File: config.mk
export PLATFORM = sky130hd
export DESIGN_NAME = seq_divider_flat
export DESIGN_NICKNAME = d
export VERILOG_FILES = /design/src/rtl/seq_divider_pkg.sv /design/src/rtl/seq_divider_if.sv /design/src/rtl/seq_divider_sub_stage.sv /design/src/rtl/seq_divider.sv /design/src/flat_wrapper.sv
export SDC_FILE = /design/constraint.sdc
export NUM_CORES = 1
export LEC_CHECK = 0
export ABC_AREA = 1
export CAP_MARGIN = 0
export CORE_MARGIN = 2
export CORE_UTILIZATION = 49
export DETAILED_ROUTE_END_ITERATION = 8
export GPL_TIMING_DRIVEN = 0
export PLACE_DENSITY = 0.79
export SETUP_SLACK_MARGIN = 0.2
export SLEW_MARGIN = 20
export SYNTH_ARGS = -nofsm -noshare
export SYNTH_HDL_FRONTEND = slang
export SYNTH_SLANG_ARGS = --single-unit
File: constraint.sdc
create_clock -name clk -period 4.8 [get_ports clk]
set_input_delay 1.2 -clock clk [delete_from_list [all_inputs] [get_ports clk]]
set_output_delay 1.2 -clock clk [all_outputs]
set_load 0.01 [all_outputs]
File: src/rtl/seq_divider_pkg.sv
// Shared types and constants for the sequential restoring divider.
package seq_divider_pkg;

  localparam int unsigned DefaultWidth = 8;

  typedef enum logic [1:0] {
    StIdle,
    StRun,
    StDone
  } state_e;

endpackage

File: src/rtl/seq_divider_if.sv
// Request/result bundle of the sequential divider; master drives operands, slave returns results.
interface seq_divider_if
  import seq_divider_pkg::*;
#(
  parameter int unsigned WIDTH = DefaultWidth
) ();

  logic             start;
  logic [WIDTH-1:0] dividend;
  logic [WIDTH-1:0] divisor;
  logic             busy;
  logic             done;
  logic [WIDTH-1:0] quotient;
  logic [WIDTH-1:0] remainder;
  logic             div_by_zero;

  modport master (
    output start, dividend, divisor,
    input  busy, done, quotient, remainder, div_by_zero
  );

  modport slave (
    input  start, dividend, divisor,
    output busy, done, quotient, remainder, div_by_zero
  );

endinterface

File: src/rtl/seq_divider_sub_stage.sv
// Combinational WIDTH+1-bit trial subtractor built as a ripple of full-subtractor cells.
module seq_divider_sub_stage
  import seq_divider_pkg::*;
#(
  parameter int unsigned WIDTH = DefaultWidth
) (
  input  logic [WIDTH:0] minuend,
  input  logic [WIDTH:0] subtrahend,
  output logic [WIDTH:0] difference,
  output logic           borrow_out
);

  always_comb begin
    logic b;
    b          = 1'b0;
    difference = '0;
    for (int unsigned i = 0; i <= WIDTH; i++) begin
      difference[i] = minuend[i] ^ subtrahend[i] ^ b;
      b = (~minuend[i] & subtrahend[i]) | (~(minuend[i] ^ subtrahend[i]) & b);
    end
    borrow_out = b;
  end

endmodule

File: src/rtl/seq_divider.sv
// Unsigned restoring divider, one quotient bit per cycle, MSB first.
// Define DIV_BY_ZERO_CHECK_EN to short-circuit a zero divisor straight to DONE.
module seq_divider
  import seq_divider_pkg::*;
#(
  parameter int unsigned WIDTH = DefaultWidth
) (
  input  logic          clk,
  input  logic          rst,
  seq_divider_if.slave  bus
);

  localparam int unsigned CntW = $clog2(WIDTH + 1);

  state_e           state_q, state_d;
  logic [WIDTH-1:0] quo_q, quo_d;
  logic [WIDTH-1:0] rem_q, rem_d;
  logic [WIDTH-1:0] dvs_q, dvs_d;
  logic [CntW-1:0]  cnt_q, cnt_d;
  logic             dbz_q, dbz_d;

  logic [WIDTH:0]   partial;
  logic [WIDTH:0]   diff;
  logic             borrow;
  logic             unused_diff_msb;

  // Quotient register doubles as the dividend shifter: its MSB feeds the partial remainder.
  assign partial = {rem_q, quo_q[WIDTH-1]};

  seq_divider_sub_stage #(
    .WIDTH (WIDTH)
  ) sub_stage (
    .minuend    (partial),
    .subtrahend ({1'b0, dvs_q}),
    .difference (diff),
    .borrow_out (borrow)
  );

  assign unused_diff_msb = diff[WIDTH];

  always_comb begin
    state_d = state_q;
    quo_d   = quo_q;
    rem_d   = rem_q;
    dvs_d   = dvs_q;
    cnt_d   = cnt_q;
    dbz_d   = dbz_q;
    unique case (state_q)
      StIdle, StDone: begin
        state_d = StIdle;
        if (bus.start) begin
          quo_d   = bus.dividend;
          rem_d   = '0;
          dvs_d   = bus.divisor;
          cnt_d   = '0;
          dbz_d   = 1'b0;
          state_d = StRun;
`ifdef DIV_BY_ZERO_CHECK_EN
          if (bus.divisor == '0) begin
            quo_d   = '1;
            rem_d   = bus.dividend;
            dbz_d   = 1'b1;
            state_d = StDone;
          end
`endif
        end
      end
      StRun: begin
        quo_d = {quo_q[WIDTH-2:0], ~borrow};
        rem_d = borrow ? partial[WIDTH-1:0] : diff[WIDTH-1:0];
        cnt_d = cnt_q + 1'b1;
        if (cnt_q == CntW'(WIDTH - 1)) begin
          state_d = StDone;
        end
      end
      default: state_d = StIdle;
    endcase
  end

  always_ff @(posedge clk or posedge rst) begin
    if (rst) begin
      state_q <= StIdle;
      quo_q   <= '0;
      rem_q   <= '0;
      dvs_q   <= '0;
      cnt_q   <= '0;
      dbz_q   <= 1'b0;
    end else begin
      state_q <= state_d;
      quo_q   <= quo_d;
      rem_q   <= rem_d;
      dvs_q   <= dvs_d;
      cnt_q   <= cnt_d;
      dbz_q   <= dbz_d;
    end
  end

  assign bus.busy      = (state_q == StRun);
  assign bus.done      = (state_q == StDone);
  assign bus.quotient  = quo_q;
  assign bus.remainder = rem_q;
`ifdef DIV_BY_ZERO_CHECK_EN
  assign bus.div_by_zero = dbz_q;
`else
  assign bus.div_by_zero = 1'b0;
`endif

endmodule

File: src/flat_wrapper.sv
// flat-port wrapper written by rule: the top's interface ports become plain ports
module seq_divider_flat import seq_divider_pkg::*;
#(
  parameter int unsigned WIDTH = DefaultWidth
)
  (clk, rst, bus_start, bus_dividend, bus_divisor, bus_busy, bus_done, bus_quotient, bus_remainder, bus_div_by_zero);
  seq_divider_if #(.WIDTH(WIDTH)) bus_i ();
  input  logic clk;
  input  logic rst;
  input wire logic [$bits(bus_i.start)-1:0] bus_start;
  input wire logic [$bits(bus_i.dividend)-1:0] bus_dividend;
  input wire logic [$bits(bus_i.divisor)-1:0] bus_divisor;
  output wire logic [$bits(bus_i.busy)-1:0] bus_busy;
  output wire logic [$bits(bus_i.done)-1:0] bus_done;
  output wire logic [$bits(bus_i.quotient)-1:0] bus_quotient;
  output wire logic [$bits(bus_i.remainder)-1:0] bus_remainder;
  output wire logic [$bits(bus_i.div_by_zero)-1:0] bus_div_by_zero;
  assign bus_i.start = bus_start;
  assign bus_i.dividend = bus_dividend;
  assign bus_i.divisor = bus_divisor;
  assign bus_busy = bus_i.busy;
  assign bus_done = bus_i.done;
  assign bus_quotient = bus_i.quotient;
  assign bus_remainder = bus_i.remainder;
  assign bus_div_by_zero = bus_i.div_by_zero;
  seq_divider #(.WIDTH(WIDTH)) u_core (.clk(clk), .rst(rst), .bus(bus_i));
endmodule
==> results.sh <==
export IMPL_detail_route_vias_per_cell=4.654
export IMPL_yosys_most_used_dff="sky130_fd_sc_hd__dfrtp_1"
export IMPL_synth_cells_most_frequent="sky130_fd_sc_hd__nand2_1, sky130_fd_sc_hd__dfrtp_1, sky130_fd_sc_hd__inv_1, sky130_fd_sc_hd__nand3_1, sky130_fd_sc_hd__fa_1"
export IMPL_cts_inserted_buffers=5
export IMPL_finish_net_count=272
export IMPL_yosysTopAreaCellShare_pct=47.73
export IMPL_num_vias=1345
export IMPL_antenna_violations_before_repair=0
export IMPL_synthAdderAreaFrac_pct=10.50
export IMPL_grt_busiest_layer="met2"
export IMPL_slew_viol_final=0
export IMPL_post_synth_instance_area_sq_um=1573
export IMPL_grt_util_met3_pct=5.117
export IMPL_number_of_synthesized_flops_with_an_enable_pin=0
export IMPL_core_region_area_sq_um=3053
export IMPL_antenna_cells=0
export IMPL_clk_path_buf_depth=2
export IMPL_yosys_warnings=0
export IMPL_die_width_microns=60.66
export IMPL_postSynth_asyncResetShare_pct=100.0
export IMPL_cts_sinks=30
export IMPL_io_buffer_count=36
export IMPL_post_cts_setup_buffer_count=0
export IMPL_crit_fanout=9
export IMPL_detailedPlace_worstSlack_ns=0.7529
export IMPL_synth_compound_area_share_pct=0.3182
export IMPL_ctsResizeCount=0
export IMPL_seq_area_frac_synth_pct=47.73
export IMPL_maxCapViolCount=0
export IMPL_gr_total_overflow=0
export IMPL_layout_setup_ws_ns=0.7422
export IMPL_critical_path_startpoint_type="register"
export IMPL_max_freq_ghz=0.2464
export IMPL_clk_pin_slew_ns=0.09
export IMPL_design_die_area_sq_um=3679
export IMPL_final_core_util_pct=67.09
export IMPL_synth_cell_types=17
export IMPL_grt_util_met1_pct=28.91
export IMPL_htreeDepth=2
export IMPL_grt_use_total_pct=21.32
export IMPL_dpl_instance_area_sq_um=1988
export IMPL_largest_family_of_logic_cells_by_synthesized_area="simple AND/OR/NAND/NOR gates"
export IMPL_rsz0062_at_grt="no"
export IMPL_syn_mean_instance_area_sq_um=7.825
export IMPL_power_total_mw=1.528
export IMPL_via_count_of_the_first_global_routing_pass=1269
export IMPL_relSlewSlack_pct=59.48
export IMPL_report_final_hold_viol_count=0
export IMPL_row_count=20
export IMPL_worst_setup_path_type="register to register"
export IMPL_synth_largest_area_cell="sky130_fd_sc_hd__dfrtp_1"
export IMPL_power_ir_vdd_worst_v=0.0003631
export IMPL_grt_pass1_wl_microns=5589
export IMPL_power_per_cell_area_nw_per_um2=746.1
export IMPL_grt_max_degree=31
export IMPL_worst_endpoint_data_arrival_time_ns=4.29
export IMPL_ys_ff_latch=30
export IMPL_final_cell_count_no_fill=289
export IMPL_wl_per_cell_microns=11.38
export IMPL_time_the_final_worst_path_needs_with_i_o_delays_and_setup_ns=4.058
export IMPL_die_height_microns=60.66
export IMPL_outcome="completed"
export IMPL_post_synth_inst_count=201
export IMPL_tightestPinTransition_ns=0.6070
export IMPL_ys_top_cells_by_area="sky130_fd_sc_hd__dfrtp_1, sky130_fd_sc_hd__nand2_1, sky130_fd_sc_hd__fa_1"
export IMPL_layout_drive_gt1_share_pct=7.755
export IMPL_final_setup_viols=0
export IMPL_insertion_delay_ns=0.34
export IMPL_mappedNetlistNets=229
export IMPL_clk_root_buffer_cell="sky130_fd_sc_hd__clkbuf_4"
export IMPL_period_share_pct=84.54
export IMPL_critPathRequiredTime_ns=5.03
export IMPL_number_of_buffers_inserted_by_hold_repair_at_cts=0
export IMPL_remaining_antenna_violation_count_after_routing=0
export IMPL_gp_congestion=0.7588
export IMPL_io_pins=38
export IMPL_hold_path_class="register to register"
export IMPL_tightest_hold_margin_ns=0.5139
export IMPL_synth_mux_area_fraction_pct=0
export IMPL_worstSetupEndpointType="register"
export IMPL_cts_tree="yes"
export IMPL_area_grow_syn2layout_pct=30.23
export IMPL_synthSimpleGateAreaFrac_pct=32.94
export IMPL_globalRouteMet2Util_pct=32.41
export IMPL_dpl_cell_count=281
export IMPL_initial_core_utilization_pct=51.52
export IMPL_finClkSkew_ns=0.008600
export IMPL_stdcell_area_sq_um=2048
export IMPL_cellLeakagePower_nw=1.085
export IMPL_totalNegativeSetupSlack_ns=0
export IMPL_synth_xor_xnor_area_share_pct=0
export IMPL_place_hpwl_microns=2363
export IMPL_firstDrtPassIters=4
export IMPL_wl_microns=3289
export IMPL_synth_most_common_cell="sky130_fd_sc_hd__nand2_1"
export IMPL_drt_iter0_drc=64
export IMPL_remaining_drc_errors=0
## final timing paths
| check | from | to | slack [ns] | depth (start not counted) |
|---|---|---|---|---|
| worst min-delay path | u_core.bus.quotient[3] | u_core.bus.quotient[3] | 0.51 | 2 |
| worst max register to register | u_core.bus.quotient[7] | u_core.bus.remainder[5] | 0.74 | 13 |
| worst max-delay path | u_core.bus.quotient[7] | u_core.bus.remainder[5] | 0.74 | 13 |
| max in group asynchronous | rst | u_core.dvs_q[1] | 3.15 | 2 |
| worst min register to register | u_core.bus.quotient[3] | u_core.bus.quotient[3] | 0.51 | 2 |
| min in group asynchronous | rst | u_core.state_q[1] | 1.24 | 2 |
## power by group
group	internal (mW)	switching [mW]	leakage, nW
logic	0.394	0.477	0.687
registers	0.387	0.111	0.363
clock network	0.0708	0.0885	0.0353
## flip-flops by register name, summed over array words and instances (netlist names)
name and flops:
u_core.cnt_q 4, u_core.bus.remainder 8, u_core.dvs_q 8, u_core.bus.quotient 8, u_core.state_q 2
## worst max-delay path: stages, from the launching register on
cell and delay [ns]:
sky130_fd_sc_hd__dfrtp_1 0.40, sky130_fd_sc_hd__inv_1 0.07, sky130_fd_sc_hd__ha_1 0.21, sky130_fd_sc_hd__fa_1 0.38, sky130_fd_sc_hd__fa_1 0.38, sky130_fd_sc_hd__fa_1 0.39, sky130_fd_sc_hd__fa_1 0.40, sky130_fd_sc_hd__fa_1 0.39
sky130_fd_sc_hd__fa_1 0.41, sky130_fd_sc_hd__fa_1 0.40, sky130_fd_sc_hd__nand2_1 0.28, sky130_fd_sc_hd__nand2_1 0.09, sky130_fd_sc_hd__nand3_1 0.10, sky130_fd_sc_hd__nand2_1 0.06
## routing by layer
metal | routed length (microns) | part of all wire (%)
met3 | 152 | 4.6
met5 | 0 | 0
met1 | 1518 | 46
met2 | 1542 | 47
met4 | 75 | 2.3
## cells in the final DEF (no fill, tap or decap)
cell type and count:
sky130_fd_sc_hd__nor2_2 2, sky130_fd_sc_hd__conb_1 1, sky130_fd_sc_hd__fa_1 7, sky130_fd_sc_hd__clkbuf_4 5, sky130_fd_sc_hd__clkbuf_1 1, sky130_fd_sc_hd__buf_2 3
sky130_fd_sc_hd__clkdlybuf4s50_1 36, sky130_fd_sc_hd__clkinv_2 1, sky130_fd_sc_hd__inv_4 1, sky130_fd_sc_hd__inv_2 2, sky130_fd_sc_hd__nand3_1 13, sky130_fd_sc_hd__inv_1 20
sky130_fd_sc_hd__nand2_2 1, sky130_fd_sc_hd__dfrtp_1 30, sky130_fd_sc_hd__buf_6 1, sky130_fd_sc_hd__a21oi_1 1, sky130_fd_sc_hd__nor2_1 6, sky130_fd_sc_hd__clkbuf_8 1
sky130_fd_sc_hd__nand2_1 108, sky130_fd_sc_hd__buf_4 2, sky130_fd_sc_hd__nand4_1 1, sky130_fd_sc_hd__ha_1 2
## area by class of cell
type                    instances  area [sq um]
inverters                      23         88.84
fillers                       282          1005
clock inverters                 1         5.005
repair buffers                 36         360.3
multi-input cells             142         691.9
plain buffers                   6         41.29
well taps                      44         55.05
clock buffers                   7         55.05
flip-flops and latches         30         750.7
## cells by family (layout without fill, tap and decap cells)
| group | Yosys count | count (layout) |
|---|---|---|
| AND/OR/NAND/NOR | 131 | 131 |
| flip-flops | 30 | 30 |
| buffers and inverters | 29 | 73 |
| adder cells (fa/ha/maj) | 9 | 9 |
| other | 1 | 1 |
| AO/OA/AOI/OAI | 1 | 1 |
Power figures use the tool's default switching activity.
